==> config.mk <==
export PLATFORM = sky130hd
export DESIGN_NAME = lagarto_l15_req_arbiter
export DESIGN_NICKNAME = d
export VERILOG_FILES = /design/src/rtl/lagarto_l15_req_arbiter.sv
export SDC_FILE = /design/constraint.sdc
export NUM_CORES = 1
export LEC_CHECK = 0
export ABC_CLOCK_PERIOD_IN_PS = 3300
export BUFFER_PORTS_ARGS = -buffer_cell sky130_fd_sc_hd__buf_2
export CORE_AREA = 5 5 151 153
export DETAILED_ROUTE_END_ITERATION = 10
export DIE_AREA = 0 0 156 158
export GPL_TIMING_DRIVEN = 0
export PLACE_DENSITY = 0.59
export SYNTH_ARGS = -nofsm -noshare
export SYNTH_HDL_FRONTEND = slang
export SYNTH_SLANG_ARGS = --single-unit
==> constraint.sdc <==
create_clock -name clk_i -period 3.3 [get_ports clk_i]
set_clock_uncertainty 0.2 [all_clocks]
set_input_delay 0.99 -clock clk_i [delete_from_list [all_inputs] [get_ports clk_i]]
set_output_delay 0.99 -clock clk_i [all_outputs]
set_load 0.005 [all_outputs]
==> src/rtl/lagarto_l15_req_arbiter.sv <==
// lagarto_l15_req_arbiter
//   Shares the tile's single L1.5 request channel among NUM_REQ core-side
//   requesters (icache = 0, dcache = 1 by default) with round-robin
//   arbitration. It counts outstanding transactions per requester, routes
//   L1.5 returns back by source tag, and gives the core a drain/busy
//   handshake for fencing and reset sequencing.
//
// Ports
//   clk_i, rst_ni   core clock, asynchronous active-low reset
//   req_valid_i     per-requester valid, held with data until accepted
//   req_data_i      flattened payloads, requester i at [i*REQ_W +: REQ_W]
//   req_ready_o     one-cycle accept pulse to the granted requester
//   l15_val_o       request valid to L1.5 (registered)
//   l15_data_o      request payload to L1.5 (registered)
//   l15_src_o       source tag of the current request (threadid field)
//   l15_ack_i       L1.5 accepted the request
//   rtrn_val_i      L1.5 return valid
//   rtrn_src_i      source tag of the return
//   rtrn_val_o      decoded per-requester return valid
//   drain_i         block new grants while high
//   busy_o          request pending or any outstanding counter nonzero
//   err_o           sticky: out-of-range return tag or counter underflow
//
// Optional feature (macro LAGARTO_L15_ARB_PERF_EN)
//   perf_grant_o    NUM_REQ saturating 32-bit accepted-request counters
//   perf_stall_o    saturating count of HOLD cycles without l15_ack_i
module lagarto_l15_req_arbiter #(
  parameter int NUM_REQ   = 2,
  parameter int REQ_W     = 128,
  parameter int MAX_OUTST = 4,
  parameter int SRC_W     = 2
) (
  input  logic                     clk_i,
  input  logic                     rst_ni,
  input  logic [NUM_REQ-1:0]       req_valid_i,
  input  logic [NUM_REQ*REQ_W-1:0] req_data_i,
  output logic [NUM_REQ-1:0]       req_ready_o,
  output logic                     l15_val_o,
  output logic [REQ_W-1:0]         l15_data_o,
  output logic [SRC_W-1:0]         l15_src_o,
  input  logic                     l15_ack_i,
  input  logic                     rtrn_val_i,
  input  logic [SRC_W-1:0]         rtrn_src_i,
  output logic [NUM_REQ-1:0]       rtrn_val_o,
  input  logic                     drain_i,
  output logic                     busy_o,
  output logic                     err_o
`ifdef LAGARTO_L15_ARB_PERF_EN
  ,
  output logic [NUM_REQ*32-1:0]    perf_grant_o,
  output logic [31:0]              perf_stall_o
`endif
);

  localparam int               CNT_W      = 4;
  localparam logic             STATE_IDLE = 1'b0;
  localparam logic             STATE_HOLD = 1'b1;
  localparam logic [CNT_W-1:0] CNT_MAX    = CNT_W'(MAX_OUTST);
  localparam logic [CNT_W-1:0] CNT_ZERO   = {CNT_W{1'b0}};
  localparam logic [CNT_W-1:0] CNT_ONE    = {{(CNT_W-1){1'b0}}, 1'b1};
  localparam logic [SRC_W-1:0] PTR_RST    = SRC_W'(NUM_REQ - 1);

  logic                 state_r;
  logic [SRC_W-1:0]     ptr_r;
  logic [CNT_W-1:0]     cnt_r [NUM_REQ];
  logic                 err_r;

  logic [NUM_REQ-1:0]   eligible_s;
  logic [NUM_REQ-1:0]   inc_s;
  logic [NUM_REQ-1:0]   dec_s;
  logic                 grant_found_s;
  logic [SRC_W-1:0]     grant_idx_s;
  logic [REQ_W-1:0]     grant_data_s;
  logic                 ack_s;
  logic                 any_cnt_s;
  logic                 err_set_s;

  // An ack only counts while a request is actually being offered.
  assign ack_s = (state_r == STATE_HOLD) & l15_ack_i;

  for (genvar k = 0; k < NUM_REQ; k++) begin : g_req
    assign eligible_s[k]  = req_valid_i[k] & (cnt_r[k] < CNT_MAX) & ~drain_i;
    assign req_ready_o[k] = ack_s & (l15_src_o == SRC_W'(k));
    assign rtrn_val_o[k]  = rtrn_val_i & (rtrn_src_i == SRC_W'(k));
    assign inc_s[k]       = req_ready_o[k];
    // A return against an empty counter is an error, not a wrap.
    assign dec_s[k]       = rtrn_val_o[k] & (cnt_r[k] != CNT_ZERO);
  end

  // Underflow shows up as a decoded return that was not allowed to decrement.
  assign err_set_s = (rtrn_val_i & (int'(rtrn_src_i) >= NUM_REQ))
                   | (|(rtrn_val_o & ~dec_s));

  // Round-robin pick: scan from farthest to nearest offset after ptr_r so the
  // nearest eligible requester is the one left standing.
  always_comb begin
    grant_found_s = 1'b0;
    grant_idx_s   = {SRC_W{1'b0}};
    for (int off = NUM_REQ; off >= 1; off--) begin
      for (int k = 0; k < NUM_REQ; k++) begin
        if (eligible_s[k] && (k == (int'(ptr_r) + off) % NUM_REQ)) begin
          grant_found_s = 1'b1;
          grant_idx_s   = SRC_W'(k);
        end else begin
          grant_found_s = grant_found_s;
          grant_idx_s   = grant_idx_s;
        end
      end
    end
  end

  // Payload mux for the winning requester.
  always_comb begin
    grant_data_s = {REQ_W{1'b0}};
    for (int k = 0; k < NUM_REQ; k++) begin
      if (grant_idx_s == SRC_W'(k)) begin
        grant_data_s = req_data_i[k*REQ_W +: REQ_W];
      end else begin
        grant_data_s = grant_data_s;
      end
    end
  end

  // OR-reduce the outstanding counters for busy.
  always_comb begin
    any_cnt_s = 1'b0;
    for (int k = 0; k < NUM_REQ; k++) begin
      any_cnt_s = any_cnt_s | (cnt_r[k] != CNT_ZERO);
    end
  end

  assign busy_o = (state_r == STATE_HOLD) | any_cnt_s;
  assign err_o  = err_r;

  // Request FSM: capture the winner in IDLE, hold it stable until acked.
  always_ff @(posedge clk_i or negedge rst_ni) begin
    if (!rst_ni) begin
      state_r    <= STATE_IDLE;
      ptr_r      <= PTR_RST;
      l15_val_o  <= 1'b0;
      l15_data_o <= {REQ_W{1'b0}};
      l15_src_o  <= {SRC_W{1'b0}};
    end else begin
      case (state_r)
        STATE_IDLE: begin
          if (grant_found_s) begin
            state_r    <= STATE_HOLD;
            l15_val_o  <= 1'b1;
            l15_data_o <= grant_data_s;
            l15_src_o  <= grant_idx_s;
            ptr_r      <= grant_idx_s;
          end
        end
        STATE_HOLD: begin
          // drain_i is deliberately ignored here: an offered request completes.
          if (l15_ack_i) begin
            state_r   <= STATE_IDLE;
            l15_val_o <= 1'b0;
          end
        end
        default: begin
          state_r   <= STATE_IDLE;
          l15_val_o <= 1'b0;
        end
      endcase
    end
  end

  // Outstanding counters; an ack and a return on the same cycle cancel.
  always_ff @(posedge clk_i or negedge rst_ni) begin
    if (!rst_ni) begin
      for (int k = 0; k < NUM_REQ; k++) begin
        cnt_r[k] <= CNT_ZERO;
      end
    end else begin
      for (int k = 0; k < NUM_REQ; k++) begin
        case ({inc_s[k], dec_s[k]})
          2'b10:   cnt_r[k] <= cnt_r[k] + CNT_ONE;
          2'b01:   cnt_r[k] <= cnt_r[k] - CNT_ONE;
          default: cnt_r[k] <= cnt_r[k];
        endcase
      end
    end
  end

  // Sticky error flag, cleared only by reset.
  always_ff @(posedge clk_i or negedge rst_ni) begin
    if (!rst_ni) begin
      err_r <= 1'b0;
    end else if (err_set_s) begin
      err_r <= 1'b1;
    end
  end

`ifdef LAGARTO_L15_ARB_PERF_EN
  logic [31:0] perf_grant_r [NUM_REQ];
  logic [31:0] perf_stall_r;

  // Saturating per-requester accept counters and HOLD-stall counter.
  always_ff @(posedge clk_i or negedge rst_ni) begin
    if (!rst_ni) begin
      for (int k = 0; k < NUM_REQ; k++) begin
        perf_grant_r[k] <= 32'd0;
      end
      perf_stall_r <= 32'd0;
    end else begin
      for (int k = 0; k < NUM_REQ; k++) begin
        if (req_ready_o[k] && (perf_grant_r[k] != 32'hFFFF_FFFF)) begin
          perf_grant_r[k] <= perf_grant_r[k] + 32'd1;
        end
      end
      if ((state_r == STATE_HOLD) && !l15_ack_i && (perf_stall_r != 32'hFFFF_FFFF)) begin
        perf_stall_r <= perf_stall_r + 32'd1;
      end
    end
  end

  for (genvar k = 0; k < NUM_REQ; k++) begin : g_perf
    assign perf_grant_o[k*32 +: 32] = perf_grant_r[k];
  end
  assign perf_stall_o = perf_stall_r;
`endif

endmodule

== After elaboration in Yosys (flattened, before gate mapping) ==
Index checks and enable logic that the tools add are counted.
Widths: inputs -> output; s select.

* Add/sub/neg operators: 6
* Multiply operators: 0
* Div/mod/pow operators: 0
* Magnitude comparators: 3
* Equality and inequality tests: 11
* Shifts and indexed selects: 0
* Mux-type cells: 17
* Bitwise gates (word level): 21
* Reductions and logical operators: 16

{| class="wikitable"
|+ Operators by type and width
! operator !! number
|-
| $mux 128 || 2
|-
| $logic_not 32->1 || 2
|-
| $pmux 4 s2 || 2
|-
| $and 1x1->1 || 12
|-
| $mux 1 || 11
|-
| $add 4x1->4 const B || 2
|-
| $lt 4x3->1 const B || 2
|-
| $reduce_bool 4->1 || 2
|-
| $sub 4x1->4 const B || 2
|-
| $eq 2x1->1 const B || 3
|-
| $logic_not 2->1 || 3
|-
| $eq 2x2->1 const A || 2
|-
| $eq 2x2->1 const B || 2
|-
| $logic_and 1x1->1 || 4
|-
| $ne 2x2->1 const B || 2
|-
| $pmux 1 s2 || 2
|-
| $reduce_and 2->1 || 2
|-
| $reduce_bool 2->1 || 2
|-
| $or 1x1->1 || 3
|-
| $add 1x1->1 const B || 2
|-
| $and 1x1->1 const A || 2
|-
| $and 2x2->2 || 1
|-
| $eq 1x1->1 const B || 2
|-
| $ge 2x2->1 const B || 1
|-
| other kinds (3) || 4
|}

* Register bits after elaboration: 141
* Bits in latches: 0
* Memory bits (writable): 0
* Bits in read-only memories: 0
* Logic and storage cells: 82
* Memories: 0

== Longest topological paths before layout ==
Gate-level depths: netlist of the first run.

* Depth after elaboration: 10
* Mapped depth: 9
* Mapped depth without buffers: 9

== Worst setup path before layout of the first run ==
Ideal clock, no wire load.

* Path kind: input -> register
* Start point: input rtrn_src_i[0]
* End point: register cnt_r[6] (netlist bit)
* Setup time: 0.127 ns
* Data arrival time: 2.397 ns
* Setup slack: 0.576 ns
* Stages on the path: 9
* Path buffers: 0
* Cell sequence: nor3b_1 -> and2_1 -> ha_1 -> xor2_1 -> ha_1 -> a21oi_1 -> xor2_1 -> nor2_1 -> xor2_1

* Longest elaborated chain between the ends: 5
* Elaborated cells between the ends (all ways): 7

{| class="wikitable"
|+ RTL lines
! what !! line !! source
|-
| from (decl) || 43 || <nowiki>input logic [SRC_W-1:0] rtrn_src_i,</nowiki>
|-
| $logic_not 2->1 (*) || 84 || <nowiki>assign rtrn_val_o[k] = rtrn_val_i & (rtrn_src_i == SRC_W'(k));</nowiki>
|-
| $and 1x1->1 (*) || 84 ||
|-
| $and 1x1->1 (*) || 87 || <nowiki>assign dec_s[k] = rtrn_val_o[k] & (cnt_r[k] != CNT_ZERO);</nowiki>
|-
| $eq 2x1->1 / $eq 2x2->1 (equally long branches) || 177 || <nowiki>case ({inc_s[k], dec_s[k]})</nowiki>
|-
| $pmux 4 s2 / $reduce_bool 2->1 (equally long branches) || -- ||
|-
| to (signal, indexed assignment) || 178 || <nowiki>2'b10: cnt_r[k] <= cnt_r[k] + CNT_ONE;</nowiki>
|-
| to (signal, indexed assignment) || 179 || <nowiki>2'b01: cnt_r[k] <= cnt_r[k] - CNT_ONE;</nowiki>
|-
| to (signal, indexed assignment) || 180 || <nowiki>default: cnt_r[k] <= cnt_r[k];</nowiki>
|-
| to (decl) || 65 || <nowiki>logic [CNT_W-1:0] cnt_r [NUM_REQ];</nowiki>
|}

Mark *: on every way between the ends. The rest lies on a longest branch, timed or not.
A chain may end at the register's enable or synchronous reset.

== Worst setup path after layout of the first run ==
* Start point: register cnt_r[6] (netlist bit)
* End point: output busy_o

* Longest elaborated chain between the ends: 3

{| class="wikitable"
|+ RTL lines
! what !! line !! source
|-
| $reduce_bool 4->1 || 128 || <nowiki>any_cnt_s = any_cnt_s | (cnt_r[k] != CNT_ZERO);</nowiki>
|-
| $or 1x1->1 || 128 ||
|-
| $or 1x1->1 || 132 || <nowiki>assign busy_o = (state_r == STATE_HOLD) | any_cnt_s;</nowiki>
|-
| to (decl) || 46 || <nowiki>output logic busy_o,</nowiki>
|}

Every way passes these cells.

==> results of run 1 <==
area by class of cell:
class	instances	area, um^2
antenna	1	2.50
buffer	44	277
clock buffer	18	429
clock inverter	12	163
fill	2117	11800
inverter	4	15.0
multi-input combinational	445	2860
sequential	141	3530
tap	280	350
timing repair buffer	401	2040
cell usage after synthesis (2+ instances only):
cell / number / area share, %
o21ai_0: 35 / 2.6
nor3b_1: 3 / 0.34
a211o_1: 3 / 0.39
nor2_1: 5 / 0.28
xnor2_1: 2 / 0.26
xor2_1: 8 / 1.0
or3b_1: 2 / 0.26
nor2b_1: 2 / 0.19
buf_6: 12 / 2.0
mux2i_1: 128 / 19
nand2_1: 131 / 7.4
dfrtp_1: 140 / 52
inv_1: 4 / 0.22
ha_1: 6 / 1.1
a21oi_1: 4 / 0.30
mux2_2: 2 / 0.34
o21ai_1: 98 / 7.3
and3b_1: 2 / 0.26
buf_2: 14 / 1.0
clkbuf_1: 17 / 0.96
nand3b_1: 3 / 0.34
routing by layer:
layer | vias up | share of wire [%] | track usage (%)
met5 | - | 0 | 0
met4 | 0 | 1.4 | 4.67
met3 | 21 | 8.1 | 5.41
met2 | 244 | 48 | 29.8
met1 | 2866 | 43 | 23.5
li1 | 3027 | - | -
how the worst min path moves through the flow:
stage                     start     to  cells after the start
after floorplan           err_o  err_o                      1
after global placement    err_o  err_o                      1
after detailed placement  err_o  err_o                      1
after CTS                 err_o  err_o                      1
after global routing      err_o  err_o                      1
final                     err_o  err_o                      1
per-stage QoR:
step                      cells  setup TNS, ns  power, mW  area, um^2
after floorplan             634              0       4.55        6680
after global placement     1314        -150.46       6.03        9030
after detailed placement   1315              0       6.12        9060
after CTS                  1345              0       8.10        9660
after global routing       1345              0       8.58        9660
final                      1346              0       7.95        9660
where the power goes:
group	total [mW]	switching [mW]	internal [mW]
sequential	3.01	0.443	2.56
combinational	3.00	1.63	1.37
clock	1.95	0.756	1.19
total	7.95	2.83	5.12
critical path: cells and delay by family (launching register included):
family                 cells  cell delay [ns]
AND/OR/NAND/NOR            2             0.79
flip-flops                 1             0.46
buffers and inverters      1             0.16
sequential cells by signal (all words and copies together), names as in the netlist:
signal,flops
cnt_r,8
state_r,1
ptr_r,1
l15_data_o,128
l15_val_o,1
l15_src_o,1
err_o,1
cells by family (layout without fill, tap and decap cells):
group | after synthesis | after routing | synth area share (%)
xor gates and xnor gates | 10 | 10 | 1.31
other | 1 | 2 | 0.0562
AOI/OAI and AO/OA | 144 | 144 | 11.2
buffers and inverters | 48 | 479 | 4.37
DFF | 141 | 141 | 52.9
muxes | 130 | 130 | 19.5
and+or+nand+nor | 154 | 154 | 9.59
adders and majority gates | 6 | 6 | 1.12
==> results.py, run 1 <==
metrics = {
    "status": {
        "status": "complete, no violations",
    },
    "critical_path": {
        "start_kind": "flop",
        "crit_path_end": "busy_o",
        "r2r_start": "cnt_r[6]",
        "crit_required_ns": 2.11,
        "crit_path_end_kind": "output port",
        "cp_max_fo": 7,
        "path_class": "flop to output port",
        "cp_slowest_cell": "or4_1",
        "reg2reg_depth": 9,
        "critPathArrivalTime_ns": 1.81,
        "startpoint": "cnt_r[6]",
        "crit_chain": "or4_1 > nand3b_1 > buf_2",
        "cpPeakStageDelay_ns": 0.59,
        "reg2reg_slack_ns": 0.63,
        "r2r_end": "cnt_r[6]",
    },
    "timing": {
        "fin_worst_hold_slack_ns": 0.262,
        "post-route-period-util_pct": 90.8,
        "tightest_slew_ns": 0.717,
        "finalMaxSlewViolations": 0,
        "rsz0062_at_grt": "false",
        "slew_headroom_pct": 52.2,
        "hold_violations": 0,
        "setup_viol": 0,
        "period_needed_ns": 3.00,
        "fmax_mhz": 334,
        "fin_ws_ns": 0.305,
    },
    "cts": {
        "clk_pin_slew_ns": 0.06,
        "cts_tree": "yes",
        "cts_buffer_depth": 2,
        "cts.htree.levels": 4,
        "ctsHoldBuffers": 0,
        "cts-root-buf": "clkbuf_16",
        "insertion_delay_ns": 0.40,
        "cts_num_sinks": 141,
        "cts_made_buffers": 17,
        "post_cts_buffers": 0,
        "cts-resized-gates": 0,
    },
    "detailed_routing": {
        "detail-route-antenna-nets": 0,
        "wl_um": 23300,
        "dr.pass1.iters": 6,
        "wl_per_cell_um": 17.3,
        "via_count": 6158,
        "drc": 0,
        "drt_iter0_drc": 207,
        "drt-vias-per-instance": 4.58,
    },
    "die": {
        "die_y_um": 158,
        "design.portCount": 402,
        "die_x_um": 156,
        "die_area_um2": 24600,
        "coreArea_um2": 21400,
        "start_util_pct": 31.2,
        "placementRows": 54,
    },
    "global_routing": {
        "antenna_found_initial": 1,
        "grt_pass1_vias": 6171,
        "grt_usage_pct": 18.1,
        "grt_pass1_wl_um": 34400,
        "grt.overflow.total": 0,
        "grt_max_degree": 75,
    },
    "layout": {
        "final_core_util_pct": 45.1,
        "drive_gt1_share_pct": 43.3,
        "final_cell_mix": "buf_2, dfrtp_1, nand2_1, mux2i_1, o21ai_1",
        "final_common_cell": "buf_2",
        "area.growth.synth_to_final_pct": 44.6,
        "nets": 1325,
    },
    "yosys": {
        "synth_ff_type": "dfrtp_1",
        "synth-edff-count": 0,
        "yosys_warnings": 0,
        "netlist_area_um2": 6680,
        "seq_area_frac_synth_pct": 52.9,
        "syn_avg_cell_area_um2": 10.5,
        "ys_types": 34,
        "ys_ff_latch": 141,
        "synthCells": 634,
        "async_reset_ff_share_pct": 100,
        "syn_nets": 905,
    },
    "power_and_ir_drop": {
        "p_per_area_nw_per_um2": 823,
        "p_leak_nw": 5.74,
        "ir_drop_v": 0.000382,
    },
    "placement": {
        "portBuffers": 400,
        "place_ws_ns": 0.118,
        "hpwlAfterDp_um": 18300,
        "routabilityCongestion": 0.798,
    },
    "job": {
        "cap_viol_max_count": 0,
    },
    "min_path": {
        "min_path_type": "flop to flop",
    },
}
Power figures use the tool's default switching activity.
==> run 2: changes to the inputs <==
--- a/config.mk
+++ b/config.mk
@@ -7,11 +7,14 @@
 export LEC_CHECK = 0
 export ABC_CLOCK_PERIOD_IN_PS = 3300
 export BUFFER_PORTS_ARGS = -buffer_cell sky130_fd_sc_hd__buf_2
-export CORE_AREA = 5 5 151 153
+export CELL_PAD_IN_SITES_DETAIL_PLACEMENT = 1
+export CELL_PAD_IN_SITES_GLOBAL_PLACEMENT = 2
+export CORE_MARGIN = 5
+export CORE_UTILIZATION = 24
 export DETAILED_ROUTE_END_ITERATION = 10
-export DIE_AREA = 0 0 156 158
 export GPL_TIMING_DRIVEN = 0
-export PLACE_DENSITY = 0.59
+export PLACE_DENSITY = 0.76
 export SYNTH_ARGS = -nofsm -noshare
 export SYNTH_HDL_FRONTEND = slang
 export SYNTH_SLANG_ARGS = --single-unit
+export TNS_END_PERCENT = 1
==> run 2 against run 1 <==
- power is 1.8% higher
- critical path type unchanged
- sequential share of layout area shrank 0.47 points
- critical endpoint unchanged
- clock-buffer cell count increased by 2
- routed wire length rose by 13%
- non-clock buffer count stayed put
- largest cell class unchanged
==> results.py, run 2 (same netlist as run 1, synthesis figures left out) <==
metrics = {
    "critical_path": {
        "crit_required_ns": 2.11,
        "reg2reg_slack_ns": 0.60,
        "cp_slowest_cell": "or4_1",
        "cp_max_fo": 7,
        "crit_chain": "or4_1 > nand3b_1 > buf_2",
        "r2r_end": "cnt_r[6]",
        "critical_path.top_delay_family": "simple AND/OR/NAND/NOR gates",
        "critPathArrivalTime_ns": 1.84,
        "path_class": "flop to output port",
        "crit_buf_inv": 1,
        "reg2reg_depth": 9,
        "cpPeakStageDelay_ns": 0.59,
        "r2r_start": "cnt_r[6]",
        "crit_path_end_kind": "output port",
        "start_kind": "flop",
    },
    "timing": {
        "finalMaxSlewViolations": 0,
        "hold_violations": 0,
        "fmax_mhz": 330,
        "post-route-period-util_pct": 91.7,
        "period_needed_ns": 3.03,
        "slew_headroom_pct": 52.0,
        "tightest_slew_ns": 0.720,
        "setup_viol": 0,
        "rsz0062_at_grt": "false",
    },
    "layout": {
        "largest_reg_flops": 128,
        "final_cell_mix": "buf_2, dfrtp_1, nand2_1, mux2i_1, o21ai_1",
        "area.growth.synth_to_final_pct": 46.5,
        "num_antenna_cells": 0,
        "fillers": 3342,
        "drive_gt1_share_pct": 43.2,
        "final_cells": 1445,
        "final_cell_area_um2": 9780,
        "top_regs": "l15_data_o (128), cnt_r (8)",
        "final_core_util_pct": 35.4,
        "top_register": "l15_data_o",
        "final_common_cell": "buf_2",
        "nets": 1325,
    },
    "die": {
        "design.portCount": 402,
        "start_util_pct": 24.2,
        "die_area_um2": 31300,
        "die_y_um": 177,
        "placementRows": 61,
        "die_x_um": 177,
        "coreArea_um2": 27600,
    },
    "detailed_routing": {
        "wl_met3_um": 1590,
        "wl_per_cell_um": 18.2,
        "drc": 0,
        "wl_um": 26300,
        "via_count": 6217,
        "drt-vias-per-instance": 4.30,
        "drt_iter0_drc": 214,
        "dr.pass1.iters": 4,
        "detail-route-antenna-nets": 0,
        "wl_met1_um": 10700,
        "met2_length_um": 13600,
        "top_layer_used": "met4",
    },
    "placement": {
        "place_area_um2": 9190,
        "post-place-cells": 1413,
        "portBuffers": 400,
        "routabilityCongestion": 0.753,
        "hpwlAfterDp_um": 21000,
    },
    "global_routing": {
        "grt_pass1_vias": 6849,
        "grt.overflow.total": 0,
        "grt_pass1_wl_um": 39300,
        "grt_usage_pct": 16.3,
        "antenna_found_initial": 0,
        "grt_max_degree": 75,
    },
    "power_and_ir_drop": {
        "p_leak_nw": 5.74,
        "ir_drop_v": 0.000226,
        "p_per_area_nw_per_um2": 828,
    },
    "cts": {
        "ctsHoldBuffers": 0,
        "cts.htree.levels": 4,
        "clk_pin_slew_ns": 0.06,
        "cts_made_buffers": 17,
        "cts-resized-gates": 0,
        "cts_tree": "yes",
        "post_cts_buffers": 0,
        "cts-root-buf": "clkbuf_16",
        "insertion_delay_ns": 0.42,
        "cts_num_sinks": 141,
        "cts_buffer_depth": 2,
    },
    "job": {
        "cap_viol_max_count": 0,
    },
    "min_path": {
        "min_to": "err_o",
        "hp-start": "err_o",
        "min_path_type": "flop to flop",
        "hold_depth": 1,
    },
    "status": {
        "status": "complete, no violations",
    },
}
run 2: worst max-delay path by stage:
stage	start	end	slack, ns	cells after the start
after floorplan	rtrn_src_i[0]	cnt_r[6]	0.58	9
after global placement	rst_ni	l15_data_o[38]	-1.19	1
after detailed placement	req_valid_i[0]	l15_data_o[100]	0.08	8
after CTS	cnt_r[6]	busy_o	0.24	3
after global routing	cnt_r[6]	busy_o	0.18	3
final	cnt_r[6]	busy_o	0.27	3
run 2: layout make-up:
cell class	instances	area [um^2]	share of cell area, %
Buffer	44	277	2.83
Clock buffer	20	437	4.46
Clock inverter	12	160	1.64
Inverter	4	15.0	0.153
Multi-Input combinational cell	445	2860	29.2
Sequential cell	141	3530	36.1
Tap cell	378	473	4.83
Timing Repair Buffer	401	2040	20.8
run 2: routing by layer:
layer  GRT usage [%]  vias to the layer above
met5               0                        -
met4            4.29                        0
met3            3.91                       23
li1                -                     3028
met1            19.6                     2964
met2            29.2                      202
run 2: through the flow:
step | setup TNS, ns | worst slack, ns | hold WS, ns | total power, mW
floorplan | 0 | 0.576 | 0.251 | 4.55
global placement | -164.74 | -1.19 | 0.242 | 6.15
detailed placement | 0 | 0.0770 | 0.243 | 6.27
CTS | 0 | 0.236 | 0.267 | 8.31
global route | 0 | 0.179 | 0.298 | 8.78
finish | 0 | 0.273 | 0.263 | 8.10
run 2: where the power goes:
group          switching (mW)  internal [mW]
Combinational            1.70           1.37
Sequential              0.470           2.56
Clock                   0.798           1.20
==> run 3: changes to the inputs <==
==> constraint.sdc (replaced) <==
create_clock -name clk_i -period 3.3 [get_ports clk_i]
set_clock_uncertainty 0.2 [all_clocks]
set_input_delay 0.33 -clock clk_i [delete_from_list [all_inputs] [get_ports clk_i]]
set_output_delay 0.33 -clock clk_i [all_outputs]
set_load 0.005 [all_outputs]
==> run 3 against run 2 <==
- setup slack better by 0.14 ns
- routed wire length is 6.2% higher
- critical path depth is 5 higher
- global-route usage is 1.1 points higher
- via count is 9.4% higher
- core utilization is 4.4 points higher
- largest cell class is now buffers
==> results.py, run 3 (same netlist as run 1, synthesis figures left out) <==
metrics = {
    "placement": {
        "routabilityCongestion": 0.753,
        "portBuffers": 400,
        "place_ws_ns": 0.586,
        "hpwlAfterDp_um": 21000,
    },
    "layout": {
        "multiInputGateArea_um2": 2860,
        "area.growth.synth_to_final_pct": 64.8,
        "drive_gt1_share_pct": 38.8,
        "fillers": 3313,
        "final_cell_mix": "buf_2, dfrtp_1, nand2_1, mux2i_1, dlygate4sd3_1",
        "nets": 1447,
        "top_register": "l15_data_o",
        "largest_reg_flops": 128,
        "num_antenna_cells": 0,
        "final_common_cell": "buf_2",
        "regArea_um2": 3530,
        "top_regs": "l15_data_o (128), cnt_r (8)",
    },
    "status": {
        "status": "complete, no violations",
    },
    "critical_path": {
        "cp_slowest_cell": "dlygate4sd3_1",
        "crit_path_end_kind": "flop",
        "critical_path.top_delay_family": "buffers and inverters",
        "cp_max_fo": 10,
        "crit_path_frequent_cell": "buf_6",
        "critPathArrivalTime_ns": 2.98,
        "cpPeakStageDelay_ns": 0.60,
        "crit_required_ns": 3.38,
        "path_class": "flop to flop",
        "crit_buf_inv": 4,
        "crit_chain": "or3b_1 > a311o_1 > clkbuf_1 > buf_6 > buf_6 > mux2i_1 > dlygate4sd3_1 > o21ai_1",
        "start_kind": "flop",
    },
    "power_and_ir_drop": {
        "p_comb_share_pct": 39.5,
        "p_leak_nw": 6.25,
        "swShare_pct": 36.3,
        "p_seq_share_pct": 36.6,
        "p_clk_share_pct": 23.9,
        "power_mw": 8.32,
        "ir_drop_v": 0.000229,
        "p_switching_mw": 3.02,
        "p_per_area_nw_per_um2": 756,
        "internal_power_mw": 5.30,
    },
    "timing": {
        "post-route-period-util_pct": 87.6,
        "tightest_slew_ns": 0.709,
        "rsz0062_at_grt": "false",
        "hold_violations": 0,
        "fmax_mhz": 346,
        "slew_headroom_pct": 52.7,
        "finalMaxSlewViolations": 0,
        "setup_viol": 0,
        "fin_ws_ns": 0.408,
        "period_needed_ns": 2.89,
    },
    "cts": {
        "clk_pin_slew_ns": 0.07,
        "cts-root-buf": "clkbuf_16",
        "cts_made_buffers": 17,
        "cts_num_sinks": 141,
        "post_cts_buffers": 0,
        "insertion_delay_ns": 0.41,
        "cts.htree.levels": 4,
        "cts_tree": "yes",
        "cts_buffer_depth": 2,
    },
    "detailed_routing": {
        "drc": 0,
        "detail-route-antenna-nets": 0,
        "via_count": 6800,
        "drt_iter0_drc": 230,
        "wl_per_cell_um": 17.8,
        "dr.pass1.iters": 4,
        "wl_um": 27900,
        "drt-vias-per-instance": 4.34,
    },
    "global_routing": {
        "grt_pass1_vias": 7518,
        "grt_usage_pct": 17.4,
        "grt_busiest_layer": "met2",
        "antenna_found_initial": 0,
        "met2_usage_pct": 31.7,
        "grt.overflow.total": 0,
        "grt_use_met1_pct": 20.2,
        "grt_util_met3_pct": 3.95,
        "grt_pass1_wl_um": 42200,
        "grt_max_degree": 75,
    },
    "die": {
        "start_util_pct": 24.2,
        "die_y_um": 177,
        "design.portCount": 402,
        "placementRows": 61,
        "die_x_um": 177,
        "die_area_um2": 31300,
        "coreArea_um2": 27600,
    },
    "min_path": {
        "min_path_type": "input pin to flop",
    },
    "job": {
        "cap_viol_max_count": 0,
    },
}
-- run 3: cell count changes in the layout (fill, tap and decap cells not counted), sizes merged --
cell         previous run  this run
dlygate4sd3             0       122
-- run 3: final timing paths --
kind | start | slack, ns | cells after the start | endpoint
min in group asynchronous | rst_ni | 0.28 | 2 | l15_data_o[91]
max in group asynchronous | rst_ni | 1.80 | 3 | l15_data_o[32]
max | cnt_r[2] | 0.41 | 8 | l15_data_o[4]
min | req_data_i[14] | 0.01 | 3 | l15_data_o[14]
min reg2reg | err_o | 0.26 | 1 | err_o
max reg2reg | cnt_r[2] | 0.41 | 8 | l15_data_o[4]
-- run 3: cell type report --
cell class	instances	share of cell area [%]
repair buffers	523	29.6
clock inverters	12	1.46
multi-input cells	445	26.0
plain buffers	44	2.51
flip-flops and latches	141	32.1
clock buffers	20	3.97
well taps	378	4.30
inverters	4	0.136
-- run 3: metal layers --
| layer | vias up | part of all wire, % |
|---|---|---|
| li1 | 3273 | - |
| met1 | 3266 | 40 |
| met2 | 228 | 52 |
| met3 | 33 | 5.7 |
| met4 | 0 | 2.0 |
| met5 | - | 0 |
-- run 3: what timing repair did --
action / CTS / global route
endpoints found under the hold margin: 135 / 0
resized for setup: 0 / 0
hold buffers: 122 / 0
setup endpoints to repair: 0 / 0
-- run 3: power by group through the flow --
stage               sequential, mW  combinational [mW]  clock, mW
floorplan                     3.10                1.45          0
global placement              3.03                3.11          0
detailed placement            3.08                3.19          0
CTS                           3.05                3.38       2.06
global route                  3.16                3.69       2.14
finish                        3.04                3.29       1.99
-- run 3: per-stage QoR --
step           TNS, ns  cell area [um^2]  std cells  hold slack [ns]  util, %
2_1_floorplan        0              6680        634           -0.166        -
6_report             0             11000       1567           0.0150     39.8
3_3_place_gp    -72.03              9150       1412            0.242     33.1
4_1_cts              0             11000       1567        0.0000659     39.8
5_1_grt              0             11000       1567          0.00722     39.8
3_5_place_dp         0              9190       1413            0.196     33.2
-- run 3: worst reg2reg max path, delay by kind of cell, from the launching register on --
family	cells	cell delay [ns]
multiplexers	1	0.19
AO/OA/AOI/OAI	2	0.40
buffers and inverters	4	1.13
AND/OR/NAND/NOR	1	0.39
flip-flops	1	0.44
